$ cat src/rtl/xcorr_peak_find_if.sv
// Correlation-result stream from the correlation engine into xcorr_peak_find.
// Handshake: a result transfers on a rising clk edge where in_valid && in_ready;
// the producer holds in_data/in_last stable while in_valid is high and in_ready is low.
interface xcorr_peak_find_if #(
    parameter int DATA_W = 32
);
    logic signed [DATA_W-1:0] in_data;
    logic                     in_valid;
    logic                     in_last;
    logic                     in_ready;

    modport master (output in_data, output in_valid, output in_last, input  in_ready);
    modport slave  (input  in_data, input  in_valid, input  in_last, output in_ready);
endinterface

$ cat src/rtl/xcorr_peak_find.sv
// Streaming peak/lag finder over 2N-1 correlation results with threshold detect.
// Define XCORR_PEAK_ABS_EN to rank results by saturated magnitude instead of signed value.
module xcorr_peak_find #(
    parameter int N      = 2000,
    parameter int DATA_W = 32,
    parameter int IDX_W  = $clog2(2*N-1),
    parameter int LAG_W  = IDX_W + 1
) (
    input  logic                     clk,
    input  logic                     reset_n,
    input  logic                     start,
    input  logic signed [DATA_W-1:0] threshold,
    xcorr_peak_find_if.slave         in_if,
    output logic                     busy,
    output logic                     done,
    output logic signed [DATA_W-1:0] peak_val,
    output logic signed [LAG_W-1:0]  peak_lag,
    output logic                     found,
    output logic                     err,
    output logic [1:0]               dbg_state
);
    localparam logic [1:0] S_IDLE = 2'd0;
    localparam logic [1:0] S_SCAN = 2'd1;
    localparam logic [1:0] S_DONE = 2'd2;

    localparam int               NUM_RES  = 2*N - 1;
    localparam logic [IDX_W-1:0] LAST_IDX = IDX_W'(NUM_RES - 1);

    logic [1:0]               state_q, state_d;
    logic [IDX_W-1:0]         cnt_q, cnt_d;
    logic signed [DATA_W-1:0] best_q, best_d;
    logic [IDX_W-1:0]         best_idx_q, best_idx_d;
    logic signed [DATA_W-1:0] thr_q, thr_d;
    logic signed [DATA_W-1:0] peak_val_q, peak_val_d;
    logic signed [LAG_W-1:0]  peak_lag_q, peak_lag_d;
    logic                     found_q, found_d;
    logic                     err_q, err_d;

    logic signed [DATA_W-1:0] cmp_val;
    logic signed [DATA_W-1:0] nb_val;
    logic [IDX_W-1:0]         nb_idx;
    logic                     xfer, take, last_idx;

`ifdef XCORR_PEAK_ABS_EN
    localparam logic signed [DATA_W-1:0] MOST_NEG = {1'b1, {(DATA_W-1){1'b0}}};
    localparam logic signed [DATA_W-1:0] MAX_POS  = {1'b0, {(DATA_W-1){1'b1}}};

    // Negating the most-negative value would wrap, so it saturates instead.
    always_comb begin
        cmp_val = in_if.in_data;
        if (in_if.in_data == MOST_NEG)
            cmp_val = MAX_POS;
        else if (in_if.in_data[DATA_W-1])
            cmp_val = -in_if.in_data;
    end
`else
    assign cmp_val = in_if.in_data;
`endif

    assign xfer     = (state_q == S_SCAN) && in_if.in_valid;
    assign last_idx = (cnt_q == LAST_IDX);
    // Strict greater-than keeps the earliest index on ties.
    assign take     = (cnt_q == '0) || (cmp_val > best_q);
    assign nb_val   = take ? cmp_val : best_q;
    assign nb_idx   = take ? cnt_q : best_idx_q;

    always_comb begin
        state_d    = state_q;
        cnt_d      = cnt_q;
        best_d     = best_q;
        best_idx_d = best_idx_q;
        thr_d      = thr_q;
        peak_val_d = peak_val_q;
        peak_lag_d = peak_lag_q;
        found_d    = found_q;
        err_d      = err_q;
        case (state_q)
            S_IDLE: begin
                if (start) begin
                    thr_d   = threshold;
                    cnt_d   = '0;
                    found_d = 1'b0;
                    err_d   = 1'b0;
                    state_d = S_SCAN;
                end
            end
            S_SCAN: begin
                if (xfer) begin
                    best_d     = nb_val;
                    best_idx_d = nb_idx;
                    cnt_d      = cnt_q + IDX_W'(1);
                    if (last_idx || in_if.in_last) begin
                        state_d    = S_DONE;
                        peak_val_d = nb_val;
                        peak_lag_d = LAG_W'({1'b0, nb_idx}) - LAG_W'(N - 1);
                        found_d    = (nb_val >= thr_q);
                        err_d      = (last_idx != in_if.in_last);
                    end
                end
            end
            S_DONE:  state_d = S_IDLE;
            default: state_d = S_IDLE;
        endcase
    end

    always_ff @(posedge clk or negedge reset_n) begin
        if (!reset_n) begin
            state_q    <= S_IDLE;
            cnt_q      <= '0;
            best_q     <= '0;
            best_idx_q <= '0;
            thr_q      <= '0;
            peak_val_q <= '0;
            peak_lag_q <= '0;
            found_q    <= 1'b0;
            err_q      <= 1'b0;
        end else begin
            state_q    <= state_d;
            cnt_q      <= cnt_d;
            best_q     <= best_d;
            best_idx_q <= best_idx_d;
            thr_q      <= thr_d;
            peak_val_q <= peak_val_d;
            peak_lag_q <= peak_lag_d;
            found_q    <= found_d;
            err_q      <= err_d;
        end
    end

    assign in_if.in_ready = (state_q == S_SCAN);
    assign busy           = (state_q != S_IDLE);
    assign done           = (state_q == S_DONE);
    assign peak_val       = peak_val_q;
    assign peak_lag       = peak_lag_q;
    assign found          = found_q;
    assign err            = err_q;
    assign dbg_state      = state_q;
endmodule

$ cat src/flat_wrapper.sv
// flat-port wrapper written by rule: the top's interface ports become plain ports
module xcorr_peak_find_flat 
#(
    parameter int N      = 2000,
    parameter int DATA_W = 32,
    parameter int IDX_W  = $clog2(2*N-1),
    parameter int LAG_W  = IDX_W + 1
)
  (clk, reset_n, start, threshold, busy, done, peak_val, peak_lag, found, err, dbg_state, in_if_in_data, in_if_in_valid, in_if_in_last, in_if_in_ready);
  xcorr_peak_find_if #(.DATA_W(DATA_W)) in_if_i ();
  input  logic clk;
  input  logic reset_n;
  input  logic start;
  input  logic signed [DATA_W-1:0] threshold;
  output logic busy;
  output logic done;
  output logic signed [DATA_W-1:0] peak_val;
  output logic signed [LAG_W-1:0] peak_lag;
  output logic found;
  output logic err;
  output logic [1:0] dbg_state;
  input wire logic [$bits(in_if_i.in_data)-1:0] in_if_in_data;
  input wire logic [$bits(in_if_i.in_valid)-1:0] in_if_in_valid;
  input wire logic [$bits(in_if_i.in_last)-1:0] in_if_in_last;
  output wire logic [$bits(in_if_i.in_ready)-1:0] in_if_in_ready;
  assign in_if_i.in_data = in_if_in_data;
  assign in_if_i.in_valid = in_if_in_valid;
  assign in_if_i.in_last = in_if_in_last;
  assign in_if_in_ready = in_if_i.in_ready;
  xcorr_peak_find #(.N(N), .DATA_W(DATA_W), .IDX_W(IDX_W), .LAG_W(LAG_W)) u_core (.clk(clk), .reset_n(reset_n), .start(start), .threshold(threshold), .in_if(in_if_i), .busy(busy), .done(done), .peak_val(peak_val), .peak_lag(peak_lag), .found(found), .err(err), .dbg_state(dbg_state));
endmodule
$ cat config.mk
export PLATFORM = sky130hd
export DESIGN_NAME = xcorr_peak_find_flat
export DESIGN_NICKNAME = d
export VERILOG_FILES = /design/src/rtl/xcorr_peak_find_if.sv /design/src/rtl/xcorr_peak_find.sv /design/src/flat_wrapper.sv
export SDC_FILE = /design/constraint.sdc
export NUM_CORES = 1
export LEC_CHECK = 0
export CAP_MARGIN = 20
export CELL_PAD_IN_SITES_DETAIL_PLACEMENT = 0
export CELL_PAD_IN_SITES_GLOBAL_PLACEMENT = 2
export CORE_MARGIN = 8
export CORE_UTILIZATION = 35
export DETAILED_ROUTE_END_ITERATION = 10
export GPL_TIMING_DRIVEN = 1
export PLACE_DENSITY = 0.87
export SETUP_SLACK_MARGIN = 0.02
export SYNTH_ARGS = -nofsm -noshare
export SYNTH_HDL_FRONTEND = slang
export SYNTH_SLANG_ARGS = --single-unit
$ cat constraint.sdc
create_clock -name clk -period 12.55 [get_ports clk]
set_input_delay 1.255 -clock clk [delete_from_list [all_inputs] [get_ports clk]]
set_output_delay 1.255 -clock clk [all_outputs]
set_load 0.01 [all_outputs]
# Word-level counts from Yosys, hierarchy flattened
# Cells that the tools add are included.
[totals] ff_bits=137 wordCells=49 rom_bits=0 mem_bits_rw=0 memories=0 latchBits=0 in_bits=69
[classes] bitwise=0 add_sub_neg=2 magnitude_cmp=2 n_div=0 n_eq_ne=7 n_reduce_logical=13 n_mul=0 mux=16 n_shift=0
[op_table] op="$mux 12" count=3
[op_table] op="$ge 32x32->1" count=1
[op_table] op="$gt 32x32->1" count=1
[op_table] op="$mux 32" count=1
[op_table] op="$pmux 12 s2" count=1
[op_table] op="$sub 12x11->13 const B" count=1
[op_table] op="$add 12x1->12 const B" count=1
[op_table] op="$eq 12x12->1 const B" count=1
[op_table] op="$logic_not 12->1" count=1
[op_table] op="$reduce_and 3->1" count=3
[op_table] op="$mux 2" count=3
[op_table] op="$mux 1" count=5
[op_table] op="$ne 2x1->1 const B" count=2
[op_table] op="$pmux 1 s2" count=2
[op_table] op="$pmux 2 s2" count=1
[op_table] op="$reduce_and 2->1" count=2
[op_table] op="$reduce_and 4->1" count=1
[op_table] op="$reduce_bool 2->1" count=2
[op_table] op="$eq 2x1->1 const B" count=1
[op_table] op="$eq 2x2->1 const B" count=1
[op_table] op="$logic_not 2->1" count=1
[op_table] op="$logic_or 1x1->1" count=2
[op_table] op="$ne 2x2->1 const B" count=1
[op_table] op="$logic_and 1x1->1" count=1
[op_table] op="$ne 1x1->1" count=1

# Longest topological paths before layout
[depth] depth_word=7 depth_mapped=21 mapped_depth_nobuf=18

# Worst setup path after synthesis
# No wires, ideal clock.
[synth_timing] path_kind="in2reg" startpoint="input port in_if_in_data[10]" endpoint="register u_core.found_q (netlist: u_core.found)" arrival_ps=5828 n_path_buf=2 required_time_ps=12456 path_stages=19 setup_slack_ps=6628 setup_ps=94 path_cell_list="ha_1 > and3_1 > o211ai_1 > o2111ai_1 > or4_1 > buf_2 > a211oi_4 > buf_2 > mux2i_1 > inv_1 > ha_1 > nand3_1 > or4_1 > or3_1 > nor2_1 > nand3_1 > a211o_1 > nor4bb_1 > a211oi_1"
[synth_between] elab_chain_len=7
[synth_lines] item="start: declaration" line_no="flat_wrapper.sv:22" source="input wire logic [$bits(in_if_i.in_data)-1:0] in_if_in_data;"
[synth_lines] item="$gt 32x32->1" line_no="xcorr_peak_find.sv:63" source="assign take = (cnt_q == '0) || (cmp_val > best_q);"
[synth_lines] item="$logic_or 1x1->1" line_no="xcorr_peak_find.sv:63"
[synth_lines] item="$mux 32" line_no="xcorr_peak_find.sv:64" source="assign nb_val = take ? cmp_val : best_q;"
[synth_lines] item="named net u_core.nb_val[31]" line_no="xcorr_peak_find.sv:40" source="logic signed [DATA_W-1:0] nb_val;"
[synth_lines] item="$ge 32x32->1" line_no="xcorr_peak_find.sv:96" source="found_d = (nb_val >= thr_q);"
[synth_lines] item="$mux 1" line_no="xcorr_peak_find.sv:92" source="if (last_idx || in_if.in_last) begin"
[synth_lines] item="$mux 1" line_no="xcorr_peak_find.sv:88" source="if (xfer) begin"
[synth_lines] item="$pmux 1 s2" line_no="xcorr_peak_find.sv:77" source="case (state_q)"
[synth_lines] item="end signal: assignment" line_no="xcorr_peak_find.sv:125" source="found_q <= found_d;"
[synth_lines] item="end: declaration" line_no="xcorr_peak_find.sv:36" source="logic found_q, found_d;"
# The timed path passes the listed nets, and every way through them passes these cells. The select of a mux whose other input is x is not followed.
# A chain may end at the register's enable or synchronous reset.

# Final worst setup path
# Same ends and word-level chain as after synthesis.

==> qor.yml <==
status:
  outcome: "completed"
synthesis:
  syn_nets: 1020
  synthArstFlopShare_pct: 100
  synth_cells: 882
  avgSynthCellArea_sq_um: 8.93
  synth_edf_count: 0
  yosysUniqueCellTypes: 51
  synth_area_sq_um: 7880
  seq_area_frac_synth_pct: 43.5
  synth_warnings: 0
  synth-main-ff-cell: "dfrtp_1"
  synth.ff_latch_count: 137
clocking:
  cts_resized: 0
  tritoncts: "built"
  cts.sinks: 137
  clock_path_buffers: 2
  htreeDepth: 4
  post_cts_buffers: 0
  numCtsBuffers: 17
  cts_root_buf: "clkbuf_16"
  postCtsHoldBufs: 0
  clk_latency_ns: 0.42
  path_clk_slew_ns: 0.06
final_layout:
  diodes: 0
  seq_area_sq_um: 3430
  multi_input_area_sq_um: 3880
  syn2layout_area_growth_pct: 25.9
  nets: 1124
  fill_cells: 2197
  drive_gt1_share_pct: 5.11
  final_cell_area_sq_um: 9920
worst_setup_path:
  criticalPathCategory: "in -> reg"
  path_buf_inv: 3
  crit_arrival_ns: 6.73
  cpMaxStageDelayCell: "or4_1"
  crit_path_end_kind: "register"
  r2r_start: "u_core.best_q[10]"
  cp_top_family: "simple AND/OR/NAND/NOR gates"
  cp_slowest_stage_delay_ns: 0.74
  reg2regPathDepth: 19
  worstSetupStartpointType: "primary input"
  worstPathRequired_ns: 12.88
  reg2reg_to: "u_core.found"
  cp_max_fo: 20
  rrSetupSlack_ns: 7.05
  path_cells: "clkdlybuf4s50_1 -> ha_1 -> and3_1 -> o211ai_1 -> o2111ai_1 -> or4_1 -> a211oi_4 -> buf_4 -> mux2i_1 -> inv_1 -> ha_1 -> nand3_1 -> or4_1 -> or3_1 -> nor2_1 -> nand3_1 -> a211o_1 -> nor4bb_1 -> a211oi_1"
floorplan:
  rows: 55
  fp.dieArea_sq_um: 27600
  io_pins: 121
  start_util_pct: 35.2
  coreArea_sq_um: 22400
  die_h_um: 166
  chipWidth_um: 166
job:
  maxCapViolCount: 0
routing:
  drt_wl_total_um: 21200
  vias_per_cell: 4.87
  vias: 6258
  ant_nets: 0
  drcViolationCount: 0
  first_pass_iters: 5
  wl_per_cell_um: 16.5
  dr.first_iter.drc_count: 274
timing:
  setup_viol: 0
  slew_headroom_pct: 44.2
  rsz0062_at_grt: "no"
  max_freq_mhz: 156
  final.setup_skew_ns: 0.00771
  maxSlewViolCount: 0
  tightest_slew_ns: 0.837
  hold_viol: 0
  final.setup.tns_ns: 0
  post-route-min-period_ns: 6.40
  period_share_pct: 51.0
worst_hold_path:
  hold_path_class: "reg -> reg"
  hold_depth: 2
  hold_start: "u_core.peak_lag[9]"
  min_to: "u_core.peak_lag[9]"
placed_design:
  hpwl_um: 15500
  place.gp.congestion: 0.773
  numPortBuffers: 120
  dpl-instance-area_sq_um: 9310
power_and_ir_drop:
  p_per_area_nw_per_um2: 234
  power.leakage_nw: 4.61
  finalPower_mw: 2.32
  vdd_drop_max_uv: 95.0
grt:
  grt_pass1_vias: 6353
  grt_antenna_before_repair: 0
  grt_pass1_wl_um: 34700
  track_usage_pct: 15.6
  grt_max_degree: 78
  gr-total-overflow: 0
-- tightest hold or removal path: cells and delay by family (launching register included) --
kind	cells	cell delay (ns)
simple gates	2	0.10
flops	1	0.34
-- synth_stat cells, types with 8 or more instances --
library cell  count  share of area [%]
ha_1             69                 11
mux2_2            9                1.3
nand3_1          18                1.1
clkbuf_1         34                1.6
nor2_1           27                1.3
mux2i_1          42                5.3
a21o_1           16                1.5
a211oi_1         11                1.0
o211ai_1          8               0.76
xnor2_1           8               0.89
o21ai_0         120                7.6
nand2_1         154                7.3
nand4_1          15                1.2
inv_1           105                5.0
dfrtp_1         137                 44
a21oi_1          25                1.6
-- report_power, final --
part / total (mW) / internal, mW / switching, mW / leakage (nW)
Sequential: 0.717 / 0.615 / 0.102 / 1.74
Combinational: 1.08 / 0.473 / 0.608 / 2.57
Clock: 0.520 / 0.323 / 0.197 / 0.289
Total: 2.32 / 1.41 / 0.907 / 4.61
-- cell type report --
cell class	instances	area share, %
timing repair buffer	126	12.6
multi-input combinational	598	39.2
sequential	137	34.6
clock buffer	21	4.64
clock inverter	11	1.46
inverter	106	4.01
tap	285	3.59
-- worst max-delay path by stage --
stage,start,end,slack (ns),cells after the start
floorplan,in_if_in_data[10],u_core.found,6.63,19
global placement,in_if_in_data[10],u_core.found,5.78,19
detailed placement,in_if_in_data[10],u_core.found,5.69,19
CTS,in_if_in_data[10],u_core.found,6.12,19
global route,in_if_in_data[10],u_core.found,5.73,19
finish,in_if_in_data[10],u_core.found,6.15,19
-- layout by cell type, fill, tap and decap left out, drive strengths merged, types with 6 or more instances in the layout --
cell / netlist / final
clkdlybuf4s50: 0 / 119
o31ai: 7 / 7
nor2: 27 / 27
mux2i: 42 / 42
a21o: 16 / 16
nand3: 18 / 18
and2: 6 / 6
inv: 105 / 106
nor3: 7 / 7
o21ai: 120 / 120
nand4: 15 / 15
ha: 69 / 69
dfrtp: 137 / 137
buf: 7 / 7
xnor2: 8 / 8
nand2: 154 / 154
a21oi: 25 / 25
mux2: 9 / 9
clkbuf: 34 / 21
a211oi: 12 / 12
o211ai: 8 / 8
-- routing by layer --
metal / track usage [%] / share of wire, % / routed length (um) / up-vias
met3: 3.61 / 3.8 / 807 / 16
li1: - / - / - / 3217
met4: 4.35 / 1.1 / 235 / 0
met5: 0 / 0 / 0 / -
met2: 23.7 / 43 / 9160 / 118
met1: 21.7 / 52 / 11000 / 2907
-- sequential cells by signal, summed over array words and instances, names as in the netlist --
signal	cells
u_core.dbg_state	2
u_core.cnt_q	12
u_core.found	1
u_core.peak_val	32
u_core.best_q	32
u_core.thr_q	32
u_core.err	1
u_core.best_idx_q	12
u_core.peak_lag	13
-- logic make-up after synthesis --
family / after synthesis / share of synthesized area, %
adders and majority gates: 69 / 11.0
buffers and inverters: 147 / 7.29
and+or+nand+nor: 259 / 14.8
DFF: 137 / 43.5
AOI/OAI and AO/OA: 210 / 15.8
xor gates and xnor gates: 9 / 1.00
muxes: 51 / 6.62
-- metrics by stage --
step	cells	hold WS, ns	setup WS (ns)	utilization, %
floorplan	882	0.450	6.63	-
global placement	1252	0.460	5.78	41.6
detailed placement	1252	0.470	5.69	41.6
CTS	1284	0.484	6.12	44.4
global route	1284	0.494	5.73	44.4
finish	1284	0.476	6.15	44.4
Power figures use the tool's default switching activity.
